`config.mk`:
```
export PLATFORM = sky130hd
export DESIGN_NAME = fp16_addsub_seq
export DESIGN_NICKNAME = d
export VERILOG_FILES = /design/src/rtl/fp16_pkg.sv /design/src/rtl/fp16_round_pack.sv /design/src/rtl/fp16_addsub_seq.sv
export SDC_FILE = /design/constraint.sdc
export NUM_CORES = 1
export LEC_CHECK = 0
export ABC_AREA = 1
export CAP_MARGIN = 40
export CORE_MARGIN = 2
export CORE_UTILIZATION = 56
export CTS_BUF_LIST = sky130_fd_sc_hd__clkbuf_8
export DETAILED_ROUTE_END_ITERATION = 10
export HOLD_SLACK_MARGIN = 0.02
export PLACE_DENSITY_LB_ADDON = 0.15
export REMOVE_ABC_BUFFERS = 1
export SYNTH_ARGS = -nofsm -noshare
export SYNTH_HDL_FRONTEND = slang
export SYNTH_SLANG_ARGS = --single-unit
export TNS_END_PERCENT = 50
```
`constraint.sdc`:
```
create_clock -name clk -period 3.75 [get_ports clk]
set_input_delay 0.75 -clock clk [delete_from_list [all_inputs] [get_ports clk]]
set_output_delay 0.75 -clock clk [all_outputs]
set_load 0.03 [all_outputs]
```
`src/rtl/fp16_pkg.sv`:
```
// Shared types and constants for the binary16 add/subtract sequencer.
// FP16_RNE_EN selects round-to-nearest-even instead of truncation.
package fp16_pkg;

  localparam int EXP_W      = 5;
  localparam int FRAC_W     = 10;
  localparam int EXT_MANT_W = 13;
  localparam int EXP_MAX    = 31;
  localparam int BIAS       = 15;

  localparam logic [15:0] QNAN    = 16'h7E00;
  localparam logic [15:0] POS_INF = 16'h7C00;

  localparam int FLG_INVALID  = 2;
  localparam int FLG_OVERFLOW = 1;
  localparam int FLG_ZERO     = 0;

  typedef logic [2:0] state_t;

  localparam state_t S_IDLE   = 3'd0;
  localparam state_t S_UNPACK = 3'd1;
  localparam state_t S_ALIGN  = 3'd2;
  localparam state_t S_ADD    = 3'd3;
  localparam state_t S_NORM   = 3'd4;
  localparam state_t S_PACK   = 3'd5;
  localparam state_t S_DONE   = 3'd6;

  function automatic logic [2:0] mk_flags(
    input logic inv,
    input logic ovf,
    input logic zero
  );
    mk_flags               = '0;
    mk_flags[FLG_INVALID]  = inv;
    mk_flags[FLG_OVERFLOW] = ovf;
    mk_flags[FLG_ZERO]     = zero;
  endfunction

endpackage

```
`src/rtl/fp16_round_pack.sv`:
```
// Rounds a normalized extended mantissa and packs it into binary16.
// FP16_RNE_EN selects round-to-nearest-even, otherwise truncation.
module fp16_round_pack
  import fp16_pkg::*;
(
  input  logic                  sign,
  input  logic [EXP_W:0]        exp_in,
  input  logic [EXT_MANT_W-1:0] mant,
  input  logic                  sticky,
  output logic [15:0]           data,
  output logic                  overflow
);

  logic [EXP_W:0]  exp_r;
  logic [FRAC_W-1:0] frac;

`ifdef FP16_RNE_EN
  logic              rnd_up;
  logic [FRAC_W+1:0] rm;

  always_comb begin
    rnd_up = mant[1] & (mant[0] | sticky | mant[2]);
    rm     = {1'b0, mant[12:2]}
           + {{(FRAC_W+1){1'b0}}, rnd_up};
    // carry out of the hidden bit renormalizes once
    exp_r  = exp_in + {{EXP_W{1'b0}}, rm[FRAC_W+1]};
    frac   = rm[FRAC_W+1] ? rm[FRAC_W:1]
                          : rm[FRAC_W-1:0];
  end
`else
  logic unused_bits;

  assign unused_bits = ^{sticky, mant[12], mant[1:0]};

  always_comb begin
    exp_r = exp_in;
    frac  = mant[11:2];
  end
`endif

  always_comb begin
    overflow = (exp_r >= (EXP_W+1)'(EXP_MAX));
    data     = overflow ? {sign, POS_INF[14:0]}
                        : {sign, exp_r[EXP_W-1:0], frac};
  end

endmodule

```
`src/rtl/fp16_addsub_seq.sv`:
```
// Multi-cycle binary16 adder/subtractor with valid/ready handshakes.
// FP16_RNE_EN enables sticky tracking and round-to-nearest-even.
module fp16_addsub_seq
  import fp16_pkg::*;
#(
  parameter int MAX_SHIFT = 13
) (
  input  logic        clk,
  input  logic        rst,
  input  logic        op_valid,
  output logic        op_ready,
  input  logic [15:0] op_a,
  input  logic [15:0] op_b,
  input  logic        op_sub,
  output logic        res_valid,
  input  logic        res_ready,
  output logic [15:0] res_data,
  output logic [2:0]  res_flags,
  output logic        busy
);

  localparam int CNT_W = $clog2(MAX_SHIFT + 1);
  localparam logic [CNT_W-1:0] SHIFT_CAP = CNT_W'(MAX_SHIFT);

  state_t                state;
  logic [15:0]           a_q;
  logic [15:0]           b_q;
  logic                  sign_l;
  logic                  sign_s;
  logic [EXT_MANT_W-1:0] mant_l;
  logic [EXT_MANT_W-1:0] mant_s;
  logic [EXP_W:0]        new_exp;
  logic [CNT_W-1:0]      shift_cnt;
  logic [EXT_MANT_W:0]   sum;
  logic                  res_sign;
  logic                  special;
  logic [15:0]           spec_data;
  logic [2:0]            spec_flags;

  logic [EXP_W-1:0]      ea;
  logic [EXP_W-1:0]      eb;
  logic [EXT_MANT_W-1:0] ma;
  logic [EXT_MANT_W-1:0] mb;
  logic                  a_ge;
  logic [EXP_W-1:0]      diff;
  logic                  nan_a;
  logic                  nan_b;
  logic [EXT_MANT_W:0]   sum_nx;
  logic                  sign_nx;
  logic                  rp_sticky;
  logic [15:0]           rp_data;
  logic                  rp_ovf;

  assign op_ready = (state == S_IDLE);
  assign busy     = (state != S_IDLE);

  // exponent 0 is flushed: subnormals carry no hidden bit
  always_comb begin
    ea    = a_q[14:10];
    eb    = b_q[14:10];
    ma    = (ea == '0) ? '0 : {1'b1, a_q[9:0], 2'b00};
    mb    = (eb == '0) ? '0 : {1'b1, b_q[9:0], 2'b00};
    a_ge  = (ea >= eb);
    diff  = a_ge ? (ea - eb) : (eb - ea);
    nan_a = (&ea) && (a_q[9:0] != '0);
    nan_b = (&eb) && (b_q[9:0] != '0);
  end

  always_comb begin
    sum_nx  = '0;
    sign_nx = sign_l;
    if (sign_l == sign_s)
      sum_nx = {1'b0, mant_l} + {1'b0, mant_s};
    else if (mant_l >= mant_s)
      sum_nx = {1'b0, mant_l} - {1'b0, mant_s};
    else begin
      sum_nx  = {1'b0, mant_s} - {1'b0, mant_l};
      sign_nx = sign_s;
    end
  end

`ifdef FP16_RNE_EN
  logic sticky;

  always_ff @(posedge clk or posedge rst) begin
    if (rst)
      sticky <= 1'b0;
    else if (state == S_UNPACK)
      sticky <= 1'b0;
    else if (state == S_ALIGN) begin
      if (shift_cnt >= SHIFT_CAP)
        sticky <= sticky | (|mant_s);
      else if (shift_cnt != '0)
        sticky <= sticky | mant_s[0];
    end else if (state == S_NORM && sum[EXT_MANT_W])
      sticky <= sticky | sum[0];
  end

  assign rp_sticky = sticky;
`else
  assign rp_sticky = 1'b0;
`endif

  fp16_round_pack u_round_pack (
    .sign     (res_sign),
    .exp_in   (new_exp),
    .mant     (sum[EXT_MANT_W-1:0]),
    .sticky   (rp_sticky),
    .data     (rp_data),
    .overflow (rp_ovf)
  );

  always_ff @(posedge clk or posedge rst) begin
    if (rst) begin
      state      <= S_IDLE;
      a_q        <= '0;
      b_q        <= '0;
      sign_l     <= 1'b0;
      sign_s     <= 1'b0;
      mant_l     <= '0;
      mant_s     <= '0;
      new_exp    <= '0;
      shift_cnt  <= '0;
      sum        <= '0;
      res_sign   <= 1'b0;
      special    <= 1'b0;
      spec_data  <= '0;
      spec_flags <= '0;
      res_data   <= '0;
      res_flags  <= '0;
      res_valid  <= 1'b0;
    end else begin
      unique case (state)
        S_IDLE: begin
          if (op_valid && op_ready) begin
            a_q   <= op_a;
            b_q   <= {op_b[15] ^ op_sub, op_b[14:0]};
            state <= S_UNPACK;
          end
        end
        S_UNPACK: begin
          special    <= 1'b0;
          spec_data  <= '0;
          spec_flags <= '0;
          if ((&ea) || (&eb)) begin
            special <= 1'b1;
            state   <= S_PACK;
            if (nan_a || nan_b ||
                ((&ea) && (&eb) && (a_q[15] != b_q[15]))) begin
              spec_data  <= QNAN;
              spec_flags <= mk_flags(1'b1, 1'b0, 1'b0);
            end else if (&ea)
              spec_data <= {a_q[15], POS_INF[14:0]};
            else
              spec_data <= {b_q[15], POS_INF[14:0]};
          end else begin
            if (a_ge) begin
              sign_l  <= a_q[15];
              mant_l  <= ma;
              sign_s  <= b_q[15];
              mant_s  <= mb;
              new_exp <= {1'b0, ea};
            end else begin
              sign_l  <= b_q[15];
              mant_l  <= mb;
              sign_s  <= a_q[15];
              mant_s  <= ma;
              new_exp <= {1'b0, eb};
            end
            shift_cnt <= (diff >= EXP_W'(MAX_SHIFT))
                       ? SHIFT_CAP : CNT_W'(diff);
            state     <= S_ALIGN;
          end
        end
        S_ALIGN: begin
          if (shift_cnt >= SHIFT_CAP) begin
            mant_s    <= '0;
            shift_cnt <= '0;
            state     <= S_ADD;
          end else if (shift_cnt == '0)
            state <= S_ADD;
          else begin
            mant_s    <= mant_s >> 1;
            shift_cnt <= shift_cnt - 1'b1;
            if (shift_cnt == CNT_W'(1))
              state <= S_ADD;
          end
        end
        S_ADD: begin
          if (sum_nx == '0) begin
            special    <= 1'b1;
            spec_data  <= '0;
            spec_flags <= mk_flags(1'b0, 1'b0, 1'b1);
            state      <= S_PACK;
          end else begin
            sum      <= sum_nx;
            res_sign <= sign_nx;
            state    <= S_NORM;
          end
        end
        S_NORM: begin
          if (sum[EXT_MANT_W]) begin
            sum     <= sum >> 1;
            new_exp <= new_exp + 1'b1;
            state   <= S_PACK;
          end else if (!sum[EXT_MANT_W-1]) begin
            if (new_exp <= (EXP_W+1)'(1)) begin
              special    <= 1'b1;
              spec_data  <= {res_sign, 15'd0};
              spec_flags <= mk_flags(1'b0, 1'b0, 1'b1);
              state      <= S_PACK;
            end else begin
              sum     <= sum << 1;
              new_exp <= new_exp - 1'b1;
            end
          end else
            state <= S_PACK;
        end
        S_PACK: begin
          res_data  <= special ? spec_data : rp_data;
          res_flags <= special ? spec_flags
                               : mk_flags(1'b0, rp_ovf, 1'b0);
          res_valid <= 1'b1;
          state     <= S_DONE;
        end
        S_DONE: begin
          if (res_ready) begin
            res_valid <= 1'b0;
            state     <= S_IDLE;
          end
        end
        default: state <= S_IDLE;
      endcase
    end
  end

endmodule

```
==> report_table.html <==
<table>
<tr><th>Metric</th><th>Value</th></tr>
<tr><th colspan="2">Routing</th></tr>
<tr><td>Pre-antenna DRT Iters</td><td>5</td></tr>
<tr><td>Mean routed wirelength per cell</td><td>15.4 um</td></tr>
<tr><td>Via Count</td><td>7822</td></tr>
<tr><td>Detailed-route wire length</td><td>21700 um</td></tr>
<tr><td>ANT nets after route</td><td>0</td></tr>
<tr><td>Mean number of vias per cell</td><td>5.56</td></tr>
<tr><td>DRC violation total after the first TritonRoute iteration</td><td>693</td></tr>
<tr><td>Post-route DRC violation count</td><td>0</td></tr>
<tr><th colspan="2">Setup path</th></tr>
<tr><td>Signal arrival time at the worst endpoint</td><td>3700 ps</td></tr>
<tr><td>Type of the worst setup path</td><td>reg2reg</td></tr>
<tr><td>Worst R2R Setup Slack</td><td>390 ps</td></tr>
<tr><td>Terminus of the critical flop-to-flop path</td><td>sum[10]$_DFFE_PP0P_</td></tr>
<tr><td>Crit path launch type</td><td>register</td></tr>
<tr><td>Critical path data required time</td><td>4090 ps</td></tr>
<tr><td>Endpoint type of the worst setup path</td><td>register</td></tr>
<tr><td>CP Max Fanout</td><td>16</td></tr>
<tr><td>Beginning of the worst register-to-register path</td><td>mant_s[6]$_DFFE_PP0P_</td></tr>
<tr><td>Length in cells of the worst reg-to-reg path</td><td>18</td></tr>
<tr><th colspan="2">Place</th></tr>
<tr><td>Routability Congestion</td><td>0.994</td></tr>
<tr><td>Count of input and output buffers</td><td>58</td></tr>
<tr><td>Placed wire-length estimate</td><td>17000 um</td></tr>
<tr><th colspan="2">Global route</th></tr>
<tr><td>Vias in the first global route</td><td>7346</td></tr>
<tr><td>Total gr overflow</td><td>0</td></tr>
<tr><td>Maximum number of pins on one net before global-route repair</td><td>44</td></tr>
<tr><td>Global-route wire length before repair</td><td>36400 um</td></tr>
<tr><td>Antenna violations before repair</td><td>0</td></tr>
<tr><td>Global-route usage over all layers</td><td>28.6%</td></tr>
<tr><th colspan="2">Clock network</th></tr>
<tr><td>Longest Clk Path Bufs</td><td>2</td></tr>
<tr><td>Number of H-tree levels</td><td>3</td></tr>
<tr><td>TritonCTS clock tree</td><td>done</td></tr>
<tr><td>Clk Latency, worst-skew pair</td><td>400 ps</td></tr>
<tr><td>Number of hold buffers added after CTS</td><td>0</td></tr>
<tr><td>Clock transition at path regs</td><td>110 ps</td></tr>
<tr><td>CTS resizes</td><td>0</td></tr>
<tr><td>Number of buffers inserted by post-CTS setup repair</td><td>0</td></tr>
<tr><td>Number of sinks on the clock net</td><td>111</td></tr>
<tr><td>Root Driver</td><td>sky130_fd_sc_hd__clkbuf_8</td></tr>
<tr><td>Cts bufs inserted</td><td>9</td></tr>
<tr><th colspan="2">Logic synthesis</th></tr>
<tr><td>Post-synth EDFFs</td><td>0</td></tr>
<tr><td>Most frequently used flop master after synthesis</td><td>sky130_fd_sc_hd__dfrtp_1</td></tr>
<tr><td>Number of cells produced by synthesis</td><td>1181</td></tr>
<tr><td>Cell taking the most area after synthesis</td><td>sky130_fd_sc_hd__dfrtp_1</td></tr>
<tr><td>Cell area after synthesis</td><td>8240 um2</td></tr>
<tr><td>Cell types occupying the most area after synthesis</td><td>sky130_fd_sc_hd__dfrtp_1 34%, sky130_fd_sc_hd__nand2_1 17%, sky130_fd_sc_hd__ha_1 7.4%</td></tr>
<tr><td>Area share of the leading cell type in the synthesized netlist</td><td>33.7%</td></tr>
<tr><td>Number of distinct standard cells referenced by the synthesized netlist</td><td>53</td></tr>
<tr><td>Avg Synthesized Cell Area</td><td>6.98 um2</td></tr>
<tr><td>Synth Warn #</td><td>0</td></tr>
<tr><td>Async S/R FF share, synth</td><td>100%</td></tr>
<tr><td>Sequential fraction of the synthesis area</td><td>33.7%</td></tr>
<tr><td>Flip-flop and latch count after synthesis</td><td>111</td></tr>
<tr><th colspan="2">Final layout</th></tr>
<tr><td>Fraction of final layout cells with drive strength greater than 1</td><td>4.98%</td></tr>
<tr><td>Total area of multi-input combinational cells</td><td>4600 um2</td></tr>
<tr><td>Most frequent cells in the layout</td><td>378 x sky130_fd_sc_hd__nand2_1, 157 x sky130_fd_sc_hd__inv_1, 111 x sky130_fd_sc_hd__dfrtp_1</td></tr>
<tr><td>Layout-stage area growth over the synthesis result</td><td>10.4%</td></tr>
<tr><td>Net total in the final layout</td><td>1309</td></tr>
<tr><td>Final design utilization</td><td>62.8%</td></tr>
<tr><td>Sequential cell area</td><td>2780 um2</td></tr>
<tr><td>Most frequent standard cell in the layout excluding fill and tap cells</td><td>sky130_fd_sc_hd__nand2_1</td></tr>
<tr><td>Filler cell count in the final layout</td><td>1369</td></tr>
<tr><td>Diode insertion count for antenna repair</td><td>0</td></tr>
<tr><th colspan="2">Timing</th></tr>
<tr><td>Slew at the pin closest to its max-slew limit</td><td>721 ps</td></tr>
<tr><td>Count of pins over their slew limit</td><td>0</td></tr>
<tr><td>Min Clock Period, post-route</td><td>3360 ps</td></tr>
<tr><td>Setup violators final</td><td>0</td></tr>
<tr><td>Unrepaired setup endpoints after global routing</td><td>false</td></tr>
<tr><td>Slew headroom</td><td>51.8%</td></tr>
<tr><td>Period utilisation layout</td><td>89.5%</td></tr>
<tr><td>Final Hold Fails</td><td>0</td></tr>
<tr><td>Fin Setup TNS</td><td>0 ps</td></tr>
<tr><td>Max Clock Skew</td><td>16.2 ps</td></tr>
<tr><td>FMAX</td><td>298 MHz</td></tr>
<tr><th colspan="2">Worst hold path</th></tr>
<tr><td>Min-delay src</td><td>res_data[1]$_DFFE_PP0P_</td></tr>
<tr><td>Cell count of the worst hold path</td><td>2</td></tr>
<tr><td>Worst hold path class</td><td>reg2reg</td></tr>
<tr><td>End point of the most critical hold path</td><td>res_data[1]$_DFFE_PP0P_</td></tr>
<tr><th colspan="2">Outcome</th></tr>
<tr><td>Result of the run</td><td>complete, no violations</td></tr>
<tr><th colspan="2">Floorplanning</th></tr>
<tr><td>Area of the die</td><td>15700 um2</td></tr>
<tr><td>Number of standard-cell rows in the floorplan</td><td>44</td></tr>
<tr><td>Die height</td><td>125 um</td></tr>
<tr><td>Ports placed on the boundary</td><td>59</td></tr>
<tr><td>Chip Width</td><td>125 um</td></tr>
<tr><td>Core area</td><td>14500 um2</td></tr>
<tr><td>Starting Density</td><td>56.9%</td></tr>
<tr><th colspan="2">Run</th></tr>
<tr><td>Max-cap violation count</td><td>0</td></tr>
</table>
==> final cells by class <==
cell class	instances	share of cell area [%]
Clock buffer	9	1.36
Inverter	166	6.88
Sequential cell	111	30.5
Timing Repair Buffer	70	7.51
Multi-Input combinational cell	861	50.6
Clock inverter	7	0.605
Tap cell	184	2.53
==> worst max path at each step <==
stage          slack, ps             startpoint                  end
2_1_floorplan         70                    rst   a_q[0]$_DFFE_PP0P_
3_3_place_gp         560  mant_s[6]$_DFFE_PP0P_   sum[8]$_DFFE_PP0P_
3_5_place_dp         510  mant_s[6]$_DFFE_PP0P_   sum[0]$_DFFE_PP0P_
4_1_cts              480  mant_s[6]$_DFFE_PP0P_  sum[10]$_DFFE_PP0P_
5_1_grt              160  mant_l[8]$_DFFE_PP0P_   sum[8]$_DFFE_PP0P_
6_report             390  mant_s[6]$_DFFE_PP0P_  sum[10]$_DFFE_PP0P_
==> through the flow <==
stage / setup WS [ps] / cells / cell area (um2) / hold slack (ps)
floorplan: 69.3 / 1138 / 7990 / 442
global placement: 558 / 1392 / 8920 / 459
detailed placement: 514 / 1392 / 8920 / 465
CTS: 480 / 1408 / 9100 / 492
global route: 159 / 1408 / 9100 / 510
finish: 394 / 1408 / 9100 / 486
==> routing by layer <==
| layer | up-vias | share of wire [%] | GRT usage, % |
|---|---|---|---|
| met1 | 3629 | 47 | 39.9 |
| met2 | 226 | 46 | 46.2 |
| met3 | 40 | 4.3 | 3.85 |
| met4 | 0 | 2.6 | 9.61 |
| met5 | - | 0 | 0 |
| li1 | 3927 | - | - |
==> critical path, cell delays in order, from the launching register on <==
cell                      delay (ps)
sky130_fd_sc_hd__dfrtp_1         440
sky130_fd_sc_hd__ha_1            620
sky130_fd_sc_hd__nand2_1         210
sky130_fd_sc_hd__nor2_4          160
sky130_fd_sc_hd__and2_2          180
sky130_fd_sc_hd__nand2_4          80
sky130_fd_sc_hd__nand2_4         180
sky130_fd_sc_hd__inv_1           130
sky130_fd_sc_hd__nand2_1          80
sky130_fd_sc_hd__nand2_1          80
sky130_fd_sc_hd__nand2_1          70
sky130_fd_sc_hd__nand2_1         100
sky130_fd_sc_hd__nor2_1           90
sky130_fd_sc_hd__nand2_1         110
sky130_fd_sc_hd__o21ai_4         250
sky130_fd_sc_hd__nand2_4         170
sky130_fd_sc_hd__nand2_4         190
sky130_fd_sc_hd__nand2_1          90
sky130_fd_sc_hd__nand2_1          70
==> flip-flops by register name (all words and copies together), names as in the netlist, 4 cells and up <==
| name | count |
|---|---|
| a_q | 16 |
| b_q | 16 |
| mant_l | 11 |
| mant_s | 13 |
| new_exp | 6 |
| res_data | 16 |
| shift_cnt | 4 |
| sum | 14 |
==> kinds of logic after synthesis <==
| logic type | count (synthesis) | share of synthesized area [%] |
|---|---|---|
| AND/OR/NAND/NOR | 581 | 30.0 |
| AO/OA/AOI/OAI | 211 | 15.4 |
| buffers and inverters | 209 | 10.5 |
| flip-flops | 111 | 33.7 |
| adder cells (fa/ha/maj) | 53 | 8.41 |
| XOR/XNOR | 16 | 1.93 |
==> cell usage after synthesis (2+ instances only) <==
library cell and number:
sky130_fd_sc_hd__o221ai_1 9, sky130_fd_sc_hd__ha_1 49, sky130_fd_sc_hd__nand3_2 2, sky130_fd_sc_hd__buf_2 3, sky130_fd_sc_hd__nor4_1 2, sky130_fd_sc_hd__fa_1 4, sky130_fd_sc_hd__nand2_1 378, sky130_fd_sc_hd__nor3_1 12
sky130_fd_sc_hd__nand4_1 22, sky130_fd_sc_hd__nor2_4 2, sky130_fd_sc_hd__o21bai_1 2, sky130_fd_sc_hd__buf_6 8, sky130_fd_sc_hd__a21o_1 2, sky130_fd_sc_hd__a31oi_1 7, sky130_fd_sc_hd__o22ai_1 12, sky130_fd_sc_hd__clkbuf_1 29
sky130_fd_sc_hd__a221oi_1 2, sky130_fd_sc_hd__nor2_2 2, sky130_fd_sc_hd__a22oi_1 10, sky130_fd_sc_hd__inv_1 158, sky130_fd_sc_hd__inv_2 5, sky130_fd_sc_hd__a2bb2oi_1 3, sky130_fd_sc_hd__nand3_1 91, sky130_fd_sc_hd__a221o_1 2
sky130_fd_sc_hd__buf_4 2, sky130_fd_sc_hd__nand2_4 6, sky130_fd_sc_hd__a21oi_1 57, sky130_fd_sc_hd__a211oi_1 2, sky130_fd_sc_hd__nor2_1 54, sky130_fd_sc_hd__xor2_1 12, sky130_fd_sc_hd__dfrtp_1 111, sky130_fd_sc_hd__o21ai_0 80
sky130_fd_sc_hd__xnor2_1 3, sky130_fd_sc_hd__nand2_2 6, sky130_fd_sc_hd__or2_2 2, sky130_fd_sc_hd__o211ai_1 11, sky130_fd_sc_hd__clkinv_1 3
Power is not shown: default switching activity piles up to over one toggle a cycle in this logic, so the estimate is an artifact.
